File: src/rtl/svi_rr_arbiter.sv
// svi_rr_arbiter: two-producer round-robin owner of the shared y bus, with the en capture strobe.
// An owner is forced to yield after HOLD_MAX beats, but only when the other side is waiting.
module svi_rr_arbiter #(
    parameter int WIDTH    = 8,
    parameter int HOLD_MAX = 4
) (
    input  logic             i_clk,
    input  logic             i_arst,
    input  logic [1:0]       i_req,
    input  logic [WIDTH-1:0] i_data_a,
    input  logic [WIDTH-1:0] i_data_b,
    input  logic             i_busy,
    output logic [1:0]       o_gnt,
    output logic [WIDTH-1:0] o_y,
    output logic             o_en
);
    localparam int CW = $clog2(HOLD_MAX + 1);

    // State encoding doubles as the one-hot grant.
    typedef enum logic [1:0] {IDLE = 2'b00, OWN_A = 2'b01, OWN_B = 2'b10} state_t;

    state_t           state_q, state_d;
    logic [CW-1:0]    cnt_q, cnt_d;
    logic             last_q, last_d;
    logic [WIDTH-1:0] y_q, y_d;
    logic             en_q, en_d;
    logic             owning, own, mine, other, at_max, rel, beat;

    assign owning = state_q != IDLE;
    assign own    = state_q == OWN_B;
    assign mine   = i_req[own];
    assign other  = i_req[~own];
    assign at_max = cnt_q == CW'(HOLD_MAX);
    assign rel    = owning && (!mine || (at_max && other));
    // A releasing cycle never carries a beat, including the forced rotation.
    assign beat   = owning && mine && !i_busy && !rel;

    always_ff @(posedge i_clk or posedge i_arst) begin
        if (i_arst) begin
            state_q <= IDLE;
            cnt_q   <= '0;
            last_q  <= 1'b1;
            y_q     <= '0;
            en_q    <= 1'b0;
        end else begin
            state_q <= state_d;
            cnt_q   <= cnt_d;
            last_q  <= last_d;
            y_q     <= y_d;
            en_q    <= en_d;
        end
    end

    always_comb begin
        state_d = !owning ? ((i_req == 2'b11) ? (last_q ? OWN_A : OWN_B) :
                             i_req[0] ? OWN_A : i_req[1] ? OWN_B : IDLE) :
                  rel ? (other ? (own ? OWN_A : OWN_B) : IDLE) : state_q;
        last_d  = rel ? own : last_q;
        cnt_d   = rel ? '0 : (beat && !at_max) ? cnt_q + CW'(1) : cnt_q;
    end

    always_comb begin
        y_d   = beat ? (own ? i_data_b : i_data_a) : y_q;
        en_d  = beat;
        o_gnt = state_q;
        o_y   = y_q;
        o_en  = en_q;
    end
endmodule

File: config.mk
export PLATFORM = sky130hd
export DESIGN_NAME = svi_rr_arbiter
export DESIGN_NICKNAME = d
export VERILOG_FILES = /design/src/rtl/svi_rr_arbiter.sv
export SDC_FILE = /design/constraint.sdc
export NUM_CORES = 1
export LEC_CHECK = 0
export BUFFER_PORTS_ARGS = -buffer_cell sky130_fd_sc_hd__buf_2
export CORE_MARGIN = 2
export CORE_UTILIZATION = 50
export DETAILED_ROUTE_END_ITERATION = 10
export PLACE_DENSITY = 0.81
export SKIP_CTS_REPAIR_TIMING = 1
export SYNTH_ARGS = -nofsm -noshare
export SYNTH_HDL_FRONTEND = slang
export SYNTH_SLANG_ARGS = --single-unit
File: constraint.sdc
create_clock -name i_clk -period 4.4 [get_ports i_clk]
set_input_delay 0.22 -clock i_clk [delete_from_list [all_inputs] [get_ports i_clk]]
set_output_delay 0.22 -clock i_clk [all_outputs]
set_load 0.02 [all_outputs]
==> out/results.ini, run 1 <==
[cells_and_area]
nets = 140
syn_to_final_growth_pct = 20.8
antennaDiodeCount = 0
fin_util_pct = 66.0
drive_above_1_share_pct = 36.2

[floorplan]
num_io_pins = 32
dieArea_um2 = 2030
fp.dieH_um = 45.0
start_util_pct = 54.6
core-area_um2 = 1540
rows = 14
fp.dieW_um = 45.0

[synth]
synth-edff-count = 0
syn_area_per_cell_um2 = 9.91
ys_ff_latch = 15
synthFlopType = dfrtp_1
synth.distinct_cells = 29
netlist_area_um2 = 842
ys_async_sr_fraction_pct = 100
yosysSeqAreaShare_pct = 44.7
ys_warn_count = 0
syn-num-nets = 108
syn_inst = 85

[routing]
avgViaCountPerCell = 5.28
dr.pass1.iters = 4
vias = 697
drcViolationCount = 0
final_antenna_net_count = 0
drt_iter0_drc = 7
routed_wl_mm = 1.58
wl_per_cell_um = 12.0

[worst_setup_path]
cp-end-kind = flip-flop
critPathKind = reg -> reg
critPathMaxFanout = 10
cp-start-kind = flip-flop
r2r-start = o_gnt[1]$_DFFE_PP0P_
setup.worst_path.start = o_gnt[1]$_DFFE_PP0P_
ff2ff_path_depth = 3
cp.arrival_ns = 1.93
required_ns = 4.56

[timing]
setup_viol = 0
worst_pin_slew_ns = 0.874
rsz0062_at_grt = false
relSlewSlack_pct = 41.6
finalMaxSlewViolations = 0
hold_viol = 14
fin_crit_ns = 1.76
fin_tns_setup_ns = 0
hold_ws_ns = -0.0419
period_share_pct = 40.1
max_freq_mhz = 567
fin_skew_ns = 0.00228

[global_route]
grt-ovfl-total = 0
grt.total_usage_pct = 17.6
grt_pass1_wl_mm = 2.48
antenna_found_initial = 0
grt_pass1_vias = 624
grt_max_degree = 18

[hold_path]
hold_path_class = in -> async

[cts]
cts_buffer_depth = 2
clockRootBuffer = clkbuf_4
insertion_delay_ns = 0.28
cts_sinks = 15
cts_max_level = 1
cts_made_buffers = 3
cts_tree = done
path_clk_slew_ns = 0.08

[run_status]
violations = negative hold slack
status = finished with violations

[placement]
hpwl_mm = 1.25
place.gp.congestion = 0.824
numPortBuffers = 31

[power]
sequentialPowerShare_pct = 47.0
switching_share_pct = 36.3
switchingPower_uw = 148
p_per_area_nw_per_um2 = 401
combPwrFrac_pct = 34.1
cell_internal_pwr_uw = 260
p_leak_uw = 0.000508
ir_drop_uv = 252
pwr-share-clk_pct = 18.8

[flow_run]
drv.max_cap_violation_count = 0

==> power by group through the flow <==
stage	logic [µW]	clock network [µW]	registers [µW]
after floorplan	70.8	0	219
after global placement	138	0	193
after detailed placement	142	0	195
after CTS	142	80.3	192
after global routing	155	83.4	197
final	139	76.9	192
==> layer usage <==
| metal | wire length (µm) | track usage (%) | vias to the layer above |
|---|---|---|---|
| met5 | 0 | 0 | - |
| met4 | 39 | 11.2 | 0 |
| met3 | 90 | 6.80 | 6 |
| met2 | 767 | 27.1 | 17 |
| met1 | 684 | 20.4 | 317 |
| li1 | - | - | 357 |
==> synth_stat cells (2+ instances only) <==
library cell,number,area share (%)
nand2_1,16,7.1
dfrtp_1,14,42
a21boi_0,2,1.8
o21ai_0,9,5.3
nor2_1,5,2.2
mux2i_1,8,9.5
inv_1,5,2.2
nand3_2,2,2.4
ha_1,2,3.0
nor2b_1,2,1.5
buf_2,2,1.2
==> area by class of cell <==
class | count | area, µm²
fillers | 133 | 524
multi-input cells | 61 | 420
flip-flops and latches | 15 | 377
repair buffers | 31 | 155
clock buffers | 4 | 26.3
well taps | 16 | 20.0
inverters | 5 | 18.8
==> placed cells by master, fill, tap and decap left out, drive strengths merged <==
cell type,synthesis,routed
a32oi,1,1
nor3b,1,1
inv,5,5
o22ai,1,1
a21boi,2,2
nand3,3,3
a221o,1,1
a211oi,1,1
o311ai,1,1
dfstp,1,1
buf,3,31
nor2,5,5
clkbuf,1,4
and2b,1,1
dfrtp,14,14
a22o,1,1
o21ai,10,10
nand2b,1,1
and4bb,1,1
nand3b,1,1
mux2,1,1
a22oi,1,1
nand2,16,16
nor2b,2,2
mux2i,8,8
ha,2,2
==> state kept, by name, summed over array words and instances, names as in the netlist <==
name	cells
o_y	8
last_q	1
o_gnt	2
cnt_q	3
o_en	1
==> final timing paths <==
path / slack (ns) / endpoint
worst min register to register: 0.48 / o_y[1]$_DFFE_PP0P_
worst max register to register: 2.64 / o_y[0]$_DFFE_PP0P_
max in group asynchronous: 4.08 / last_q$_DFFE_PP1P_
worst max-delay path: 2.64 / o_y[0]$_DFFE_PP0P_
worst min-delay path: -0.04 / o_en$_DFF_PP0_
min in group i_clk: 0.22 / o_gnt[0]$_DFFE_PP0P_
==> kinds of logic (layout without fill, tap and decap cells) <==
group	Yosys count	after routing	synth area share, %
buffers and inverters	9	40	5.35
adders and majority gates	2	2	2.97
muxes	9	9	10.8
AOI/OAI and AO/OA	19	19	17.2
DFF	15	15	44.7
and+or+nand+nor	31	31	18.9
==> per-stage QoR <==
step	cell area [µm²]	hold WS [ns]	total power, µW	setup WS [ns]	std cells
after global placement	991	0.288	331	2.68	128
after CTS	1020	-0.0229	414	2.61	132
final	1020	-0.0419	408	2.64	132
after floorplan	842	0.121	289	2.93	85
after detailed placement	991	0.287	336	2.62	128
after global routing	1020	0.00274	435	2.51	132
==> worst max-delay path, cell delays in order (launching register included) <==
cell and delay [ns]:
dfrtp_1 0.50, nor2b_1 0.75, mux2i_1 0.32, o21ai_2 0.07
Note: power is estimated with default switching activity, not from simulation.
==> run 2: changes to the inputs <==
--- a/config.mk
+++ b/config.mk
@@ -7,9 +7,9 @@
 export LEC_CHECK = 0
 export BUFFER_PORTS_ARGS = -buffer_cell sky130_fd_sc_hd__buf_2
 export CORE_MARGIN = 2
-export CORE_UTILIZATION = 50
+export CORE_UTILIZATION = 47
 export DETAILED_ROUTE_END_ITERATION = 10
-export PLACE_DENSITY = 0.81
+export PLACE_DENSITY = 0.77
 export SKIP_CTS_REPAIR_TIMING = 1
 export SYNTH_ARGS = -nofsm -noshare
 export SYNTH_HDL_FRONTEND = slang
==> constraint.sdc (replaced) <==
create_clock -name i_clk -period 1.7 [get_ports i_clk]
set_input_delay 0.085 -clock i_clk [delete_from_list [all_inputs] [get_ports i_clk]]
set_output_delay 0.085 -clock i_clk [all_outputs]
set_load 0.02 [all_outputs]
==> run 2 against run 1 <==
- the flow now finishes without violations
- maximum frequency is 14% higher
- first-iteration DRC count is 57% higher
- critical path type unchanged
- highest routed layer unchanged
- flip-flop and latch count stayed put
==> out/results.ini, run 2 (synthesized netlist as in run 1, its figures left out) <==
[worst_setup_path]
critPathKind = reg -> reg
critical_path.slowest_cell = dfrtp_1
critPathMaxFanout = 5  ; -5
cp_cell_sequence = inv_1 > ha_2 > nand3_2 > a21boi_0 > mux2_2 > o21ai_0
cp-start-kind = flip-flop
cp.arrival_ns = 1.71  ; -0.22 ns
cp-end-kind = flip-flop
cpPeakStageDelay_ns = 0.41  ; -0.34 ns
required_ns = 1.87  ; -2.69 ns

[routing]
wl_per_cell_um = 11.9  ; -0.85%
final_antenna_net_count = 0  ; unchanged
dr.pass1.iters = 4  ; unchanged
routed_wl_mm = 1.71  ; +8.2%
drt_iter0_drc = 11  ; +4
vias = 719  ; +3.2%
avgViaCountPerCell = 4.99  ; -5.4%
drcViolationCount = 0  ; unchanged

[hold_path]
hold_path_class = in -> reg

[cells_and_area]
largest_reg_flops = 8  ; unchanged
drive_above_1_share_pct = 38.7  ; +2.4 points
seqCellArea_um2 = 377  ; unchanged
fillers = 155  ; +17%
antennaDiodeCount = 0  ; unchanged
multiInputGateArea_um2 = 423  ; +0.60%
syn_to_final_growth_pct = 27.0
nets = 143  ; +2.1%
final_common_cell = buf_2
final_cell_mix = 31 x buf_2, 16 x nand2_1, 14 x dfrtp_1

[power]
p_leak_uw = 0.000529  ; +4.2%
power_uw = 1080  ; +170%
ir_drop_uv = 861  ; +240%
p_per_area_nw_per_um2 = 1010  ; +150%

[cts]
insertion_delay_ns = 0.29  ; about the same
cts_made_buffers = 3  ; unchanged
cts_buffer_depth = 2  ; unchanged
cts_tree = done
clockRootBuffer = clkbuf_4
path_clk_slew_ns = 0.09  ; about the same
cts_max_level = 1  ; unchanged
cts_sinks = 15  ; unchanged

[placement]
numPortBuffers = 31  ; unchanged
place.gp.congestion = 0.796  ; -3.4%
hpwl_mm = 1.25  ; about the same

[timing]
fin_tns_setup_ns = 0  ; unchanged
rsz0062_at_grt = false
hold_viol = 0  ; -14
fin_crit_ns = 1.54  ; -0.223 ns
setup_viol = 0  ; unchanged
max_freq_mhz = 649  ; +14%
worst_pin_slew_ns = 0.548  ; -0.326 ns
hold_ws_ns = 0.0651  ; +0.107 ns
finalMaxSlewViolations = 0  ; unchanged
relSlewSlack_pct = 63.4  ; +22 points
fin_skew_ns = 0.00585  ; +0.00357 ns
period_share_pct = 90.6  ; +51 points

[global_route]
grt.total_usage_pct = 17.7  ; +0.14 points
antenna_found_initial = 0  ; unchanged
grt_max_degree = 18  ; unchanged
grt-ovfl-total = 0  ; unchanged
grt_pass1_vias = 566  ; -9.3%
grt_pass1_wl_mm = 2.55  ; +2.5%

[floorplan]
fp.dieH_um = 46.3  ; +2.9%
rows = 15  ; +1
fp.dieW_um = 46.3  ; +2.9%
dieArea_um2 = 2150  ; +5.8%
num_io_pins = 32  ; unchanged
core-area_um2 = 1710  ; +11%
start_util_pct = 49.3  ; -5.3 points

[flow_run]
drv.max_cap_violation_count = 0  ; unchanged

[run_status]
status = complete, no violations

## run 2: cell types whose count changed in the layout (fill, tap and decap cells not counted), sizes merged
| cell | delta |
|---|---|
| buf | +2 |
| dlygate4sd3 | +1 |
| clkinv | +1 |
| clkbuf | -1 |
## run 2: report_power, final
group / internal [µW] / switching (µW)
Sequential: 439 / 58.6
Clock: 87.5 / 115
Combinational: 158 / 225
## run 2: final timing paths
check                                  endpoint                 start  cells after the start  slack [ns]
hold reg to reg              o_y[4]$_DFFE_PP0P_    o_y[4]$_DFFE_PP0P_                      2        0.48
min in group asynchronous    o_y[0]$_DFFE_PP0P_                i_arst                      3        0.38
setup / recovery           cnt_q[0]$_DFFE_PP0P_  cnt_q[0]$_DFFE_PP0P_                      6        0.16
setup reg to reg           cnt_q[0]$_DFFE_PP0P_  cnt_q[0]$_DFFE_PP0P_                      6        0.16
max in group asynchronous    last_q$_DFFE_PP1P_                i_arst                      3        0.95
hold / removal               o_y[0]$_DFFE_PP0P_           i_data_a[0]                      3        0.07
## run 2: critical path, delay by kind of cell, from the launching register on
| kind | cells | cell delay (ns) |
|---|---|---|
| simple gates | 1 | 0.12 |
| compound gates | 2 | 0.34 |
| mux | 1 | 0.24 |
| buf+inv | 1 | 0.09 |
| fa+ha+maj | 1 | 0.23 |
| flops | 1 | 0.41 |
## run 2: routing by layer
layer / up-vias / global-route usage, % / share of wire [%]
li1: 368 / - / -
met1: 329 / 24.2 / 44
met2: 18 / 23.6 / 49
met3: 4 / 3.53 / 4.2
met4: 0 / 14.9 / 2.7
met5: - / 0 / 0
## run 2: cell type report
type / instances / share of cell area (%)
Inverter: 5 / 1.75
Timing Repair Buffer: 34 / 18.0
Sequential cell: 15 / 35.2
Tap cell: 25 / 2.92
Clock inverter: 1 / 0.468
Multi-Input combinational cell: 61 / 39.5
Clock buffer: 3 / 2.11
## run 2: stage by stage
step	setup WS (ns)	instances	cell area, µm²	util [%]
after floorplan	0.228	85	842	-
after global placement	0.0756	138	1010	59.1
after detailed placement	-0.0444	138	1010	59.1
after CTS	-0.0188	142	1040	60.7
after global routing	0.0374	144	1070	62.6
final	0.160	144	1070	62.6
==> run 3: changes to the inputs <==
--- a/config.mk
+++ b/config.mk
@@ -5,9 +5,11 @@
 export SDC_FILE = /design/constraint.sdc
 export NUM_CORES = 1
 export LEC_CHECK = 0
+export ABC_AREA = 1
 export BUFFER_PORTS_ARGS = -buffer_cell sky130_fd_sc_hd__buf_2
 export CORE_MARGIN = 2
 export CORE_UTILIZATION = 47
+export CTS_CLUSTER_DIAMETER = 150
 export DETAILED_ROUTE_END_ITERATION = 10
 export PLACE_DENSITY = 0.77
 export SKIP_CTS_REPAIR_TIMING = 1
==> run 3 against run 2 <==
- utilization down 1.5 points
- critical endpoint is now o_y[1]$_DFFE_PP0P_
- cell count down 2.1%
- register-to-register slack worse by 0.03 ns
- sequential share of layout area up 1.2 points
- routed wire length down 3.4%
- clock power down 4%
==> out/results.ini, run 3 <==
[run_status]
status = complete, no violations

[cells_and_area]
syn_to_final_growth_pct = 25.0
nets = 148  ; +3.5%
final_cell_mix = 31 x buf_2, 14 x dfrtp_1, 11 x nand2_1
drive_above_1_share_pct = 37.1  ; -1.6 points
largest_reg_flops = 8  ; unchanged
final_common_cell = buf_2
antennaDiodeCount = 0  ; unchanged

[cts]
cts_tree = done
cts_buffer_depth = 2  ; unchanged
insertion_delay_ns = 0.27  ; -0.02 ns
cts_sinks = 15  ; unchanged
path_clk_slew_ns = 0.09  ; about the same
cts_made_buffers = 3  ; unchanged
cts_max_level = 1  ; unchanged
clockRootBuffer = clkbuf_4

[timing]
fin_skew_ns = 0.00363  ; -0.00223 ns
setup_slack_ns = 0.127  ; -0.0323 ns
setup_viol = 0  ; unchanged
hold_viol = 0  ; unchanged
fin_tns_setup_ns = 0  ; unchanged
relSlewSlack_pct = 62.9  ; -0.56 points
fin_crit_ns = 1.57  ; +0.0323 ns
rsz0062_at_grt = false
max_freq_mhz = 636  ; -2.1%
period_share_pct = 92.5  ; +1.9 points
worst_pin_slew_ns = 0.556  ; +0.00838 ns
finalMaxSlewViolations = 0  ; unchanged

[routing]
routed_wl_mm = 1.65  ; -3.4%
wl_per_cell_um = 11.7  ; -1.3%
dr.pass1.iters = 4  ; unchanged
drcViolationCount = 0  ; unchanged
final_antenna_net_count = 0  ; unchanged
avgViaCountPerCell = 5.15  ; +3.1%
drt_iter0_drc = 15  ; +4
vias = 726  ; +0.97%

[synth]
syn-num-nets = 113  ; +4.6%
synthFlopType = dfrtp_1
yosys.area.top_type = dfrtp_1
ys_warn_count = 0  ; unchanged
ys_ff_latch = 15  ; unchanged
netlist_area_um2 = 827  ; -1.8%
yosysSeqAreaShare_pct = 45.5  ; +0.81 points
yosysTopAreaCellShare_pct = 42.4  ; +0.76 points
synth-edff-count = 0  ; unchanged
synth.distinct_cells = 21  ; -28%
syn_area_per_cell_um2 = 9.19  ; -7.2%
synthTopCellsByArea = dfrtp_1 42%, mux2i_1 9.7%, a21oi_1 5.4%, nand2_1 5.0%, inv_1 4.5%
syn_inst = 90  ; +5.9%
ys_async_sr_fraction_pct = 100  ; unchanged
ys_top_cells_by_count = 14 x dfrtp_1, 11 x nand2_1, 10 x inv_1, 10 x nor2_1, 9 x a21oi_1
synth.most_common_cell = dfrtp_1

[placement]
place.gp.congestion = 0.850  ; +6.8%
place_ws_ns = 0.0992  ; +0.144 ns
hpwl_mm = 1.31  ; +4.7%
numPortBuffers = 31  ; unchanged

[floorplan]
num_io_pins = 32  ; unchanged
fp.dieH_um = 46.0  ; -0.81%
start_util_pct = 49.0  ; -0.34 points
rows = 15  ; unchanged
fp.dieW_um = 46.0  ; -0.81%
dieArea_um2 = 2110  ; -1.6%
core-area_um2 = 1690  ; -1.1%

[global_route]
grt.total_usage_pct = 18.0  ; +0.26 points
grt_max_degree = 21  ; +3
use_met2_pct = 30.3  ; +6.7 points
grt_pass1_vias = 669  ; +18%
grt_use_met1_pct = 22.5  ; -1.7 points
grt_util_met3_pct = 2.78  ; -0.75 points
grt_pass1_wl_mm = 2.73  ; +7.3%
antenna_found_initial = 0  ; unchanged
grt-ovfl-total = 0  ; unchanged
top_usage_layer = met2

[power]
ir_drop_uv = 1040  ; +21%
power_uw = 1770  ; +63%
p_leak_uw = 0.000588  ; +11%
p_per_area_nw_per_um2 = 1710  ; +69%

[hold_path]
hp-start = i_data_b[0]
hold_path_class = in -> reg

[worst_setup_path]
cp.arrival_ns = 1.78  ; +0.07 ns
critPathKind = reg -> reg
required_ns = 1.91  ; +0.04 ns
cp-start-kind = flip-flop
r2r-start = cnt_q[0]$_DFFE_PP0P_
critPathMaxFanout = 20  ; +15
setup.worst_path.start = cnt_q[0]$_DFFE_PP0P_
cp-end-kind = flip-flop

[flow_run]
drv.max_cap_violation_count = 0  ; unchanged

## run 3: cell types whose count changed after synthesis, sizes merged, moves of 3 or more
| cell | delta |
|---|---|
| a21oi | +9 |
| nor2 | +9 |
| o21ai | -7 |
| inv | +6 |
| nand3 | +5 |
| nand2 | -3 |
## run 3: final timing paths
check | end | slack [ns] | depth (start not counted)
worst max-delay path | o_y[1]$_DFFE_PP0P_ | 0.13 | 10
worst min-delay path | o_y[0]$_DFFE_PP0P_ | 0.09 | 3
worst max register to register | o_y[1]$_DFFE_PP0P_ | 0.13 | 10
worst min register to register | last_q$_DFFE_PP1P_ | 0.52 | 2
max in group asynchronous | last_q$_DFFE_PP1P_ | 0.93 | 3
min in group asynchronous | o_y[0]$_DFFE_PP0P_ | 0.40 | 3
## run 3: metal layers
metal	vias to the layer above	wire length [µm]
met5	-	0
met4	0	28
met3	4	94
met2	29	772
met1	333	757
li1	360	-
## run 3: final cells by class
class | instances | area [µm²]
inverters | 11 | 41.3
flip-flops and latches | 15 | 377
fillers | 151 | 656
multi-input cells | 61 | 382
clock buffers | 3 | 22.5
clock inverters | 1 | 5.00
well taps | 17 | 21.3
repair buffers | 33 | 185
## run 3: cells by family (layout without fill, tap and decap cells)
kind of cell             count (synthesis)  in the layout  synth area share, %
buffers and inverters                   14             48                 8.62
flip-flops                              15             15                 45.5
adder cells (fa/ha/maj)                  2              2                 3.03
AO/OA/AOI/OAI                           14             14                 9.08
XOR/XNOR                                 1              1                 1.06
multiplexers                             8              8                 9.68
AND/OR/NAND/NOR                         36             36                 23.0
## run 3: worst max-delay path: stages (launching register included)
cell     delay, ns
dfrtp_1       0.38
inv_1         0.07
ha_1          0.20
nand2_1       0.15
inv_1         0.06
nand2_1       0.11
nand3_4       0.11
nor2_4        0.11
buf_12        0.16
nor2_1        0.05
a21oi_1       0.11
## run 3: metrics by stage
step,hold slack [ns],util (%),area [µm²],std cells
2_1_floorplan,-0.0142,-,827,90
3_3_place_gp,0.154,58.8,993,136
3_5_place_dp,0.173,58.8,993,136
4_1_cts,-0.133,60.4,1020,140
5_1_grt,0.0888,61.2,1030,141
6_report,0.0894,61.2,1030,141
## run 3: where the power goes
| group | leakage [µW] | total, µW | switching [µW] | internal, µW |
|---|---|---|---|---|
| registers | 0.000177 | 645 | 123 | 521 |
| clock network | 0.0000177 | 195 | 108 | 87.0 |
| logic | 0.000394 | 929 | 569 | 360 |
